<file path="config.mk">
export PLATFORM = sky130hd
export DESIGN_NAME = aes128_enc_sequencer
export DESIGN_NICKNAME = d
export VERILOG_FILES = /design/src/rtl/aes_pkg.sv /design/src/rtl/aes_key_expand_step.sv /design/src/rtl/aes128_enc_sequencer.sv
export SDC_FILE = /design/constraint.sdc
export NUM_CORES = 2
export LEC_CHECK = 0
export ABC_CLOCK_PERIOD_IN_PS = 51000
export CAP_MARGIN = 5
export CELL_PAD_IN_SITES_DETAIL_PLACEMENT = 0
export CELL_PAD_IN_SITES_GLOBAL_PLACEMENT = 1
export CORE_MARGIN = 2
export CORE_UTILIZATION = 48
export CTS_CLUSTER_DIAMETER = 50
export DETAILED_ROUTE_END_ITERATION = 6
export PLACE_DENSITY = 0.95
export SLEW_MARGIN = 20
export SYNTH_ARGS = -nofsm -noshare
export SYNTH_HDL_FRONTEND = slang
export SYNTH_HIERARCHICAL = 1
export SYNTH_SLANG_ARGS = --single-unit
</file>
<file path="constraint.sdc">
create_clock -name clk -period 51 [get_ports clk]
set_input_delay 10.2 -clock clk [delete_from_list [all_inputs] [get_ports clk]]
set_output_delay 10.2 -clock clk [all_outputs]
set_load 0.005 [all_outputs]
</file>
<file path="src/rtl/aes_pkg.sv">
// -----------------------------------------------------------------------------
// aes_pkg
//   Shared AES-128 definitions for the iterative encryption sequencer and the
//   external round datapath.
//   Contents:
//     state_e      - sequencer FSM encoding (IDLE, ISSUE, WAIT, DONE)
//     NUM_ROUNDS   - round count for AES-128
//     rcon()       - round constant for rounds 1..10 (0 elsewhere)
//     sbox()       - forward S-box byte substitution, shared with sub_bytes
// -----------------------------------------------------------------------------
package aes_pkg;

  localparam int NUM_ROUNDS = 10;

  typedef enum logic [1:0] {
    IDLE  = 2'd0,
    ISSUE = 2'd1,
    WAIT  = 2'd2,
    DONE  = 2'd3
  } state_e;

  function automatic logic [7:0] rcon(input logic [3:0] round);
    case (round)
      4'd1:    return 8'h01;
      4'd2:    return 8'h02;
      4'd3:    return 8'h04;
      4'd4:    return 8'h08;
      4'd5:    return 8'h10;
      4'd6:    return 8'h20;
      4'd7:    return 8'h40;
      4'd8:    return 8'h80;
      4'd9:    return 8'h1b;
      4'd10:   return 8'h36;
      default: return 8'h00;
    endcase
  endfunction

  // Multiply by x in GF(2^8) modulo x^8+x^4+x^3+x+1.
  function automatic logic [7:0] xtime(input logic [7:0] b);
    return {b[6:0], 1'b0} ^ (b[7] ? 8'h1b : 8'h00);
  endfunction

  function automatic logic [7:0] gf_mul(input logic [7:0] a, input logic [7:0] b);
    logic [7:0] acc;
    logic [7:0] m;
    acc = 8'h00;
    m   = a;
    for (int i = 0; i < 8; i++) begin
      if (b[i]) acc = acc ^ m;
      m = xtime(m);
    end
    return acc;
  endfunction

  // S-box = affine(x^254). x^254 is the multiplicative inverse (and maps 0 to
  // 0), built as x^2 * x^4 * ... * x^128 by repeated squaring.
  function automatic logic [7:0] sbox(input logic [7:0] x);
    logic [7:0] inv;
    logic [7:0] sq;
    inv = 8'h01;
    sq  = x;
    for (int i = 1; i < 8; i++) begin
      sq  = gf_mul(sq, sq);
      inv = gf_mul(inv, sq);
    end
    return inv ^ {inv[6:0], inv[7]} ^ {inv[5:0], inv[7:6]}
               ^ {inv[4:0], inv[7:5]} ^ {inv[3:0], inv[7:4]} ^ 8'h63;
  endfunction

endpackage

</file>
<file path="src/rtl/aes_key_expand_step.sv">
// -----------------------------------------------------------------------------
// aes_key_expand_step
//   One step of the AES-128 key schedule (purely combinational):
//     w0' = w0 ^ SubWord(RotWord(w3)) ^ {rcon, 24'h0}
//     w1' = w1 ^ w0';  w2' = w2 ^ w1';  w3' = w3 ^ w2'
//   Ports:
//     key_in  [127:0] - previous round key, w0 in bits [127:96]
//     rcon    [7:0]   - round constant for the round being produced
//     key_out [127:0] - next round key
// -----------------------------------------------------------------------------
module aes_key_expand_step (
  input  logic [127:0] key_in,
  input  logic [7:0]   rcon,
  output logic [127:0] key_out
);
  import aes_pkg::*;

  logic [31:0] w0, w1, w2, w3;
  logic [31:0] rot, t;
  logic [31:0] n0, n1, n2, n3;

  assign w0 = key_in[127:96];
  assign w1 = key_in[95:64];
  assign w2 = key_in[63:32];
  assign w3 = key_in[31:0];

  assign rot = {w3[23:0], w3[31:24]};
  assign t   = {sbox(rot[31:24]), sbox(rot[23:16]), sbox(rot[15:8]), sbox(rot[7:0])}
             ^ {rcon, 24'h000000};

  assign n0 = w0 ^ t;
  assign n1 = w1 ^ n0;
  assign n2 = w2 ^ n1;
  assign n3 = w3 ^ n2;

  assign key_out = {n0, n1, n2, n3};

endmodule

</file>
<file path="src/rtl/aes128_enc_sequencer.sv">
// -----------------------------------------------------------------------------
// aes128_enc_sequencer
//   Iterative AES-128 encryption controller. Performs the initial AddRoundKey
//   and on-the-fly key expansion, then issues the ten rounds one at a time to
//   a shared external round datapath (SubBytes, ShiftRows, [MixColumns],
//   AddRoundKey) whose result appears ROUND_LAT cycles after rnd_start.
//
//   Parameters:
//     BLOCK_LENGTH - state/key width, 128 only
//     ROUND_LAT    - cycles from rnd_start to valid rnd_out, 1..7
//     NUM_ROUNDS   - 10 for AES-128
//
//   Ports:
//     clk, rst            - clock; synchronous active-low reset
//     in_valid/in_ready   - plaintext/key handshake (in_pt, in_key)
//     rnd_start           - one-cycle pulse, round datapath begins a round
//     rnd_state, rnd_key  - round datapath operands, held through the round
//     rnd_final           - round 10: datapath bypasses MixColumns
//     rnd_out             - round datapath result, sampled once per round
//     out_valid/out_ready - ciphertext handshake (out_ct)
//     busy                - sequencer not in IDLE
//     round_cnt           - current round, 0 in IDLE
//
//   Build option:
//     AES_BACK2BACK_EN - when defined, a new block may be accepted on the same
//                        edge that completes the ciphertext transfer.
// -----------------------------------------------------------------------------
module aes128_enc_sequencer #(
  parameter int BLOCK_LENGTH = 128,
  parameter int ROUND_LAT    = 2,
  parameter int NUM_ROUNDS   = aes_pkg::NUM_ROUNDS
) (
  input  logic                    clk,
  input  logic                    rst,
  input  logic                    in_valid,
  output logic                    in_ready,
  input  logic [BLOCK_LENGTH-1:0] in_pt,
  input  logic [BLOCK_LENGTH-1:0] in_key,
  output logic                    rnd_start,
  output logic [BLOCK_LENGTH-1:0] rnd_state,
  output logic [BLOCK_LENGTH-1:0] rnd_key,
  output logic                    rnd_final,
  input  logic [BLOCK_LENGTH-1:0] rnd_out,
  output logic                    out_valid,
  input  logic                    out_ready,
  output logic [BLOCK_LENGTH-1:0] out_ct,
  output logic                    busy,
  output logic [3:0]              round_cnt
);
  import aes_pkg::*;

  localparam logic [3:0] LAST_ROUND = 4'(NUM_ROUNDS);
  localparam logic [2:0] WAIT_LOAD  = 3'(ROUND_LAT);

  state_e                    state_q, state_d;
  logic [3:0]                round_q, round_d;
  logic [2:0]                wait_q,  wait_d;
  logic [BLOCK_LENGTH-1:0]   data_q,  data_d;
  logic [BLOCK_LENGTH-1:0]   key_q,   key_d;
  logic [BLOCK_LENGTH-1:0]   ct_q,    ct_d;
  logic [BLOCK_LENGTH-1:0]   key_next;
  logic                      accept;

  // Round key for round_q, derived from the previous round key held in key_q.
  aes_key_expand_step u_key_step (
    .key_in  (key_q),
    .rcon    (rcon(round_q)),
    .key_out (key_next)
  );

`ifdef AES_BACK2BACK_EN
  assign in_ready = rst & ((state_q == IDLE) | ((state_q == DONE) & out_ready));
`else
  assign in_ready = rst & (state_q == IDLE);
`endif

  assign accept = in_valid & in_ready;

  // NOTE: every signal assigned in this block gets a default first, so no path
  // leaves one unassigned and no latch is inferred.
  always_comb begin
    state_d = state_q;
    round_d = round_q;
    wait_d  = wait_q;
    data_d  = data_q;
    key_d   = key_q;
    ct_d    = ct_q;

    case (state_q)
      IDLE: ;
      ISSUE: begin
        key_d   = key_next;
        wait_d  = WAIT_LOAD;
        state_d = WAIT;
      end
      WAIT: begin
        // The datapath result is valid only in the last WAIT cycle.
        if (wait_q == 3'd1) begin
          data_d = rnd_out;
          if (round_q == LAST_ROUND) begin
            ct_d    = rnd_out;
            state_d = DONE;
          end else begin
            round_d = round_q + 4'd1;
            state_d = ISSUE;
          end
        end else begin
          wait_d = wait_q - 3'd1;
        end
      end
      DONE: begin
        if (out_ready) begin
          round_d = 4'd0;
          state_d = IDLE;
        end
      end
      default: state_d = IDLE;
    endcase

    // Takes priority over the DONE exit so a back-to-back accept goes
    // straight to ISSUE without passing through IDLE.
    if (accept) begin
      data_d  = in_pt ^ in_key;
      key_d   = in_key;
      round_d = 4'd1;
      state_d = ISSUE;
    end
  end

  // NOTE: sequential state uses non-blocking assignments only, so every
  // register samples the pre-edge value of its inputs.
  // NOTE: reset is synchronous; the data registers are cleared too so that
  // rnd_state, rnd_key and out_ct read as zero while rst is low.
  always_ff @(posedge clk) begin
    if (!rst) begin
      state_q <= IDLE;
      round_q <= 4'd0;
      wait_q  <= 3'd0;
      data_q  <= '0;
      key_q   <= '0;
      ct_q    <= '0;
    end else begin
      state_q <= state_d;
      round_q <= round_d;
      wait_q  <= wait_d;
      data_q  <= data_d;
      key_q   <= key_d;
      ct_q    <= ct_d;
    end
  end

  // In ISSUE the fresh round key is presented combinationally; from WAIT on it
  // has been registered into key_q, so the value stays stable for the round.
  assign rnd_start = (state_q == ISSUE);
  assign rnd_state = data_q;
  assign rnd_key   = (state_q == ISSUE) ? key_next : key_q;
  assign rnd_final = ((state_q == ISSUE) || (state_q == WAIT)) && (round_q == LAST_ROUND);
  assign out_valid = (state_q == DONE);
  assign out_ct    = ct_q;
  assign busy      = (state_q != IDLE);
  assign round_cnt = round_q;

endmodule
</file>
## Yosys cells after proc, flatten, opt, wreduce, memory -nomap -nowiden

Memory sizes are Yosys's and may differ from the RTL's.
Cells that the tools add are included.

- Add/sub/neg operators: 2
- Equality and inequality tests: 12
- Muxes and demuxes: 829
- Bitwise logic cells: 785
- Reductions and logical operators: 19

Operators by type and width:

| cell | count |
|---|---|
| XOR 8 bit | 744 |
| two-way mux 8 bit | 420 |
| two-way mux 5 bit | 368 |
| two-way mux 128 bit | 5 |
| XOR 32 bit | 5 |
| XOR 128 bit | 1 |
| two-way mux 4 bit | 7 |
| two-way mux 7 bit | 4 |
| inverter 1 bit (first input constant) | 28 |
| two-way mux 6 bit | 4 |
| inverter 4 bit | 4 |
| two-way mux 3 bit | 5 |
| two-way mux 2 bit | 7 |
| nonzero test 2 bit | 5 |
| AND reduction 3 bit | 3 |
| case mux 4 bit (2 select lines) | 1 |
| AND reduction 4 bit | 2 |
| two-way mux 1 bit | 6 |
| inequality test 2 bit (second input constant) | 3 |
| inequality test 3 bit (second input constant) | 2 |
| case mux 2 bit (3 select lines) | 1 |
| case mux 3 bit (2 select lines) | 1 |
| nonzero test 3 bit | 2 |
| adder 4 x 1 -> 4 bit (second input constant) | 1 |
| other kinds (15) | 18 |

- Flip-flop bits (word level): 393
- Bits in read-only memories: 128
- Input bits: 388
- Logic and storage cells: 1,656
- Memories: 1

Memory list:

| name | depth | bits a word | read ports | clocked after memory_dff | write ports | RTL line | RTL |
|---|---|---|---|---|---|---|---|
| (name not given) | 16 | 8 | 1 | 0 | 0 | aes_pkg.sv:23 | `case (round)` |

## Longest topological paths before layout

- Word-level depth: 139
- Mapped depth: 69
- Depth with buffers taken out: 56

## By module

The synthesis kept the hierarchy.

Modules (own cells, without submodules):

| module | instances | cells each | area each (µm²) | sequential area each (µm²) |
|---|---|---|---|---|
| aes_key_expand_step | 1 | 7,499 | 56,376.6 | 0.0 |
| aes128_enc_sequencer | 1 | 1,921 | 16,993.8 | 7,867.5 |

## Least setup slack after synthesis

Ideal clock, no wire load.

- Kind: reg-to-output
- Start: reg key_q[0]
- End: out rnd_key[11]
- Data arrival time: 15.643 ns
- Path slack: 25.157 ns
- Cell stages (with the launch flop): 61
- Buffers on the path: 9
- Path through: dfxtp_1 -> ha_1 -> buf_2 -> nand2_1 -> xor2_1 -> inv_1 -> clkbuf_1 -> clkbuf_1 -> ha_1 -> clkbuf_1 -> inv_1 -> nor2_1 -> xnor2_1 -> xnor2_1 -> inv_1 -> clkbuf_1 -> buf_1 -> ha_1 -> (+25 left out) -> xnor3_1 -> buf_2 -> nor2_1 -> xor2_1 -> xnor3_1 -> xor2_1 -> xor2_1 -> xor2_1 -> nand2_1 -> xnor2_1 -> xor2_1 -> xnor3_1 -> xor2_1 -> xor2_1 -> xnor2_1 -> xor2_1 -> xnor2_1 -> mux2_2

- Longest elaborated chain between the ends: 134
- Elaborated cells between the ends (all ways): 388

Ends and longest elaborated chain:

| element | RTL line | RTL |
|---|---|---|
| start: declaration | aes128_enc_sequencer.sv:59 | `logic [BLOCK_LENGTH-1:0] key_q, key_d;` |
| start signal: assignment | aes128_enc_sequencer.sv:147 | `key_q <= key_d;` |
| two-way mux 8 bit | aes_pkg.sv:49 | `if (b[i]) acc = acc ^ m;` |
| XOR 8 bit | aes_pkg.sv:49 |  |
| two-way mux 8 bit | aes_pkg.sv:49 |  |
| XOR 8 bit | aes_pkg.sv:49 |  |
| two-way mux 8 bit | aes_pkg.sv:49 |  |
| XOR 8 bit | aes_pkg.sv:49 |  |
| two-way mux 8 bit | aes_pkg.sv:49 |  |
| XOR 8 bit | aes_pkg.sv:49 |  |
| (+121 left out) | - |  |
| XOR 32 bit * | aes_key_expand_step.sv:31 | `assign n0 = w0 ^ t;` |
| via key_next[107] | aes128_enc_sequencer.sv:61 | `logic [BLOCK_LENGTH-1:0] key_next;` |
| XOR 32 bit * | aes_key_expand_step.sv:32 | `assign n1 = w1 ^ n0;` |
| via key_next[75] | aes128_enc_sequencer.sv:61 |  |
| XOR 32 bit * | aes_key_expand_step.sv:33 | `assign n2 = w2 ^ n1;` |
| XOR 32 bit * | aes_key_expand_step.sv:34 | `assign n3 = w3 ^ n2;` |
| via key_next[11] | aes128_enc_sequencer.sv:61 |  |
| two-way mux 128 bit * | - |  |
| end: declaration | aes128_enc_sequencer.sv:41 | `output logic [BLOCK_LENGTH-1:0] rnd_key,` |

Mark *: on every way through the listed nets, which the timed path passes. The rest lies on a longest branch.

## Final worst setup path

- Start: reg key_q[7]
- End: out rnd_key[11]

- Longest elaborated chain between the ends: 134
- Elaborated cells between the ends (all ways): 391

Ends and longest elaborated chain:

| element | RTL line |
|---|---|
| two-way mux 5 bit / two-way mux 8 bit (equally long branches) | aes_pkg.sv:40, aes_pkg.sv:49 |
| XOR 8 bit, on equally long branches | aes_pkg.sv:40, aes_pkg.sv:49 |
| XOR 8 bit / two-way mux 8 bit (equally long branches) | aes_pkg.sv:49 |
| two-way mux 8 bit / XOR 8 bit (equally long branches) | aes_pkg.sv:49 |
| XOR 8 bit / two-way mux 8 bit (equally long branches) | aes_pkg.sv:49 |
| two-way mux 8 bit / XOR 8 bit (equally long branches) | aes_pkg.sv:49 |
| XOR 8 bit / two-way mux 8 bit (equally long branches) | aes_pkg.sv:49 |
| two-way mux 8 bit / XOR 8 bit (equally long branches) | aes_pkg.sv:49 |
| (+121 left out) | - |
| XOR 32 bit * | aes_key_expand_step.sv:31 |
| via key_next[107] | aes128_enc_sequencer.sv:61 |
| XOR 32 bit * | aes_key_expand_step.sv:32 |
| via key_next[75] | aes128_enc_sequencer.sv:61 |
| XOR 32 bit * | aes_key_expand_step.sv:33 |
| XOR 32 bit * | aes_key_expand_step.sv:34 |
| via key_next[11] | aes128_enc_sequencer.sv:61 |
| two-way mux 128 bit * | - |

Marks and branches as above.

==> impl_results.md <==
- Core ar.: 151900 sq um
- Non-Filler Instances: 11957
- Setup TNS: 0 ns
- EDFF count, synth: 0
- Final Max Tran Viols: 0
- Final WL: approximately 310000 um
- Fin nets: just over 10000
- Post-CTS resize count: 0
- WL/cell: around 26 um
- Multi-input gate area: approximately 63000 sq um
- Syn Inst Count: between 9000 and 10000
- First-pass GRT wire length: ~450000 um
- Iteration-0 DRC Markers: between 8000 and 9000
- Clk_lat worst skew: 0.70 ns
- Num CTS Buffers: 56
- Clk slew on worst S/H paths: roughly 0.07 ns
- Worst Path Arrival: between 20 and 25 ns
- Port Buffers: 780
- Via count: approximately 73000
- # fillers: 13991
- Highest Clock Rate: 31.91 MHz
- Drt first pass iters: 6
- Die W: 395.0 um
- Core Rows: 143
- Largest net degree at the start of global routing: 99
- Slew HR: about 11%
- Crit-path slowest cell: dfxtp_1
- Hold Violations, Final: 0
- CTS Buffer Depth: 3
- Vias per cell: 6.101
- Register area: 7868 sq um
- Post-synth top flop: dfxtp_1
- Cell area after layout: 85340 sq um
- Worst path required time: a little over 40 ns
- DP Wirelength: approximately 240000 um
- Critical path fanouts, max: 35
- H-tree levels: 2
- Max incr delay on CP: between 0.8 and 0.9 ns
- Starting Density: around 48%
- Outcome: complete, no violations
- DIE AREA: between 150000 and 200000 sq um
- Critical path buffers and inverters: 6
- Seq cells post-synth: around 400
- Post-synthesis cell type count: 112
- Vias in the first global route: 68324
- Final number of setup-violating endpoints: 0
- Crit end category: output port
- Drt drc: 0
- Commonest non-fill, non-tap cell in the layout: xnor2_1
- Commonest non-fill, non-tap cells in the layout: xnor2_1 (1567), nor2_1 (1237), nand2_1 (1198), clkdlybuf4s50_1 (780), xor2_1 (588)
- Setup bufs post-CTS: 0
- RSZ-0062 raised after global routing: false
- Tcrit/Tclk final: ~60%
- Final ANT Viol Nets: 0
- Pre-CTS setup slack: just over 20 ns
- GRT Util Overall: a little under two fifths
- Total grt overflow: 0
- Clk sink count: a little under 400
- Async SR Flop Fraction: 0%
- Final Worst Setup Slack: approximately 20 ns
- Placed Area: roughly 83000 sq um
- Worst setup path category: flop to output port
- Layout area overhead: 16.32%
- Worst setup SP type: flop
- Worst Max-Slew Pin Slew: 1.333 ns
- Fraction of layout cells with a size suffix above 1: under 10%
- Post-Route Skew: between 0.06 and 0.07 ns
- CTS tree: built
- GPL Wtd Cong: a little over 1
- Register area share after synthesis: a little over a tenth
- Hold/Removal Path Class: flop to flop
- Ys Warns: 6
- MaxCap Viol Count: 0
- Worst path top cell family by delay: XOR/XNOR gates
- Inst Count DP: 11845
- Syn_nets: slightly below 10000
- CTS hold repair buffers: 0
- IO Pins: 781
- Die H: between 300 and 400 um
- Syn Area/Cell: about 7.8 sq um
- Clock tree root driver cell: clkbuf_16
- Antenna violations before repair: 26
- Area of the mapped netlist: between 70000 and 80000 sq um
- Minimum clock period: 31.33 ns
-- sequential cells by signal, indices dropped and copies added (netlist names) --
register	count
key_q	128
out_ct	128
rnd_state	128
round_cnt	4
wait_q	3
state_q	2
-- routing by layer --
layer	vias to the layer above	wire length, um	share of wire, %	track usage [%]
met5	-	27	0.0088	0
met1	35242	120600	39	47.71
met2	3695	130700	43	56.51
li1	33354	-	-	-
met4	4	24640	8.0	25.09
met3	653	30770	10	8.786
-- cell usage after synthesis (27+ instances only) --
cell type,n,area share (%)
dfxtp_1,393,11
and2_1,29,0.25
nor2_1,1241,6.3
and3_1,44,0.38
mux2_2,175,2.7
a22o_1,136,1.6
xor3_1,50,1.6
a21oi_1,568,3.9
xor2_1,599,7.2
buf_2,177,1.2
a31oi_1,69,0.59
buf_1,46,0.24
nor2b_1,57,0.49
o211ai_1,54,0.55
or3_1,38,0.32
a211oi_1,80,0.82
nand2b_1,60,0.51
mux2i_1,201,2.7
o21ai_0,310,2.1
inv_1,85,0.43
nand3_1,151,1.0
xnor2_1,1603,19
nand2_1,1198,6.1
ha_1,33,0.56
o31ai_1,27,0.28
xor2_2,29,0.64
xnor2_2,66,1.5
xnor3_1,397,12
o22ai_1,107,0.91
nor3_1,210,1.4
a311oi_1,148,1.8
a22oi_1,67,0.69
clkbuf_1,416,2.1
-- cell families (layout without fill, tap and decap cells) --
logic type	Yosys count	in the layout	share of synthesized area [%]
compound gates	1916	1916	17.42
simple gates	3151	3151	18.09
flops	393	393	10.72
fa+ha+maj	34	34	0.5764
mux	382	382	5.566
xor+xnor	2776	2776	43.30
other cells	0	15	0
buf+inv	768	1260	4.323
-- worst reg2reg max path, delay by kind of cell (launching register included) --
family	cells	cell delay, ns
xor+xnor	28	11.95
simple gates	11	2.63
fa+ha+maj	3	1.77
buf+inv	5	1.64
flops	1	0.84
mux	3	0.84
compound gates	3	0.54
-- stage by stage --
| step | util (%) | hold WS, ns |
|---|---|---|
| 3_3_place_gp | 54.89 | 0.4414 |
| 3_5_place_dp | 54.89 | 0.4456 |
| 6_report | 56.18 | 0.4519 |
| 5_1_grt | 56.17 | 0.4695 |
| 4_1_cts | 56.12 | 0.4529 |
| 2_1_floorplan | - | 0.4527 |
-- area by class of cell --
type	instances	area share, %
multi-input cells	8259	73.54
repair buffers	1052	11.54
flip-flops and latches	393	9.219
well taps	2030	2.976
clock buffers	70	1.787
inverters	111	0.4970
clock inverters	27	0.3973
diodes	15	0.04398
-- final timing paths --
| path | start | endpoint | slack (ns) | cells after the start |
|---|---|---|---|---|
| setup reg to reg | key_q[7] | key_q[11] | 30.70 | 53 |
| setup / recovery | key_q[7] | rnd_key[11] | 19.67 | 53 |
| hold / removal | out_ct[75] | out_ct[75] | 0.45 | 2 |
| hold reg to reg | out_ct[75] | out_ct[75] | 0.45 | 2 |
Power is left out: the tool's default activity adds up to more than one toggle a clock period on the data nets, which glitch-free logic cannot reach.
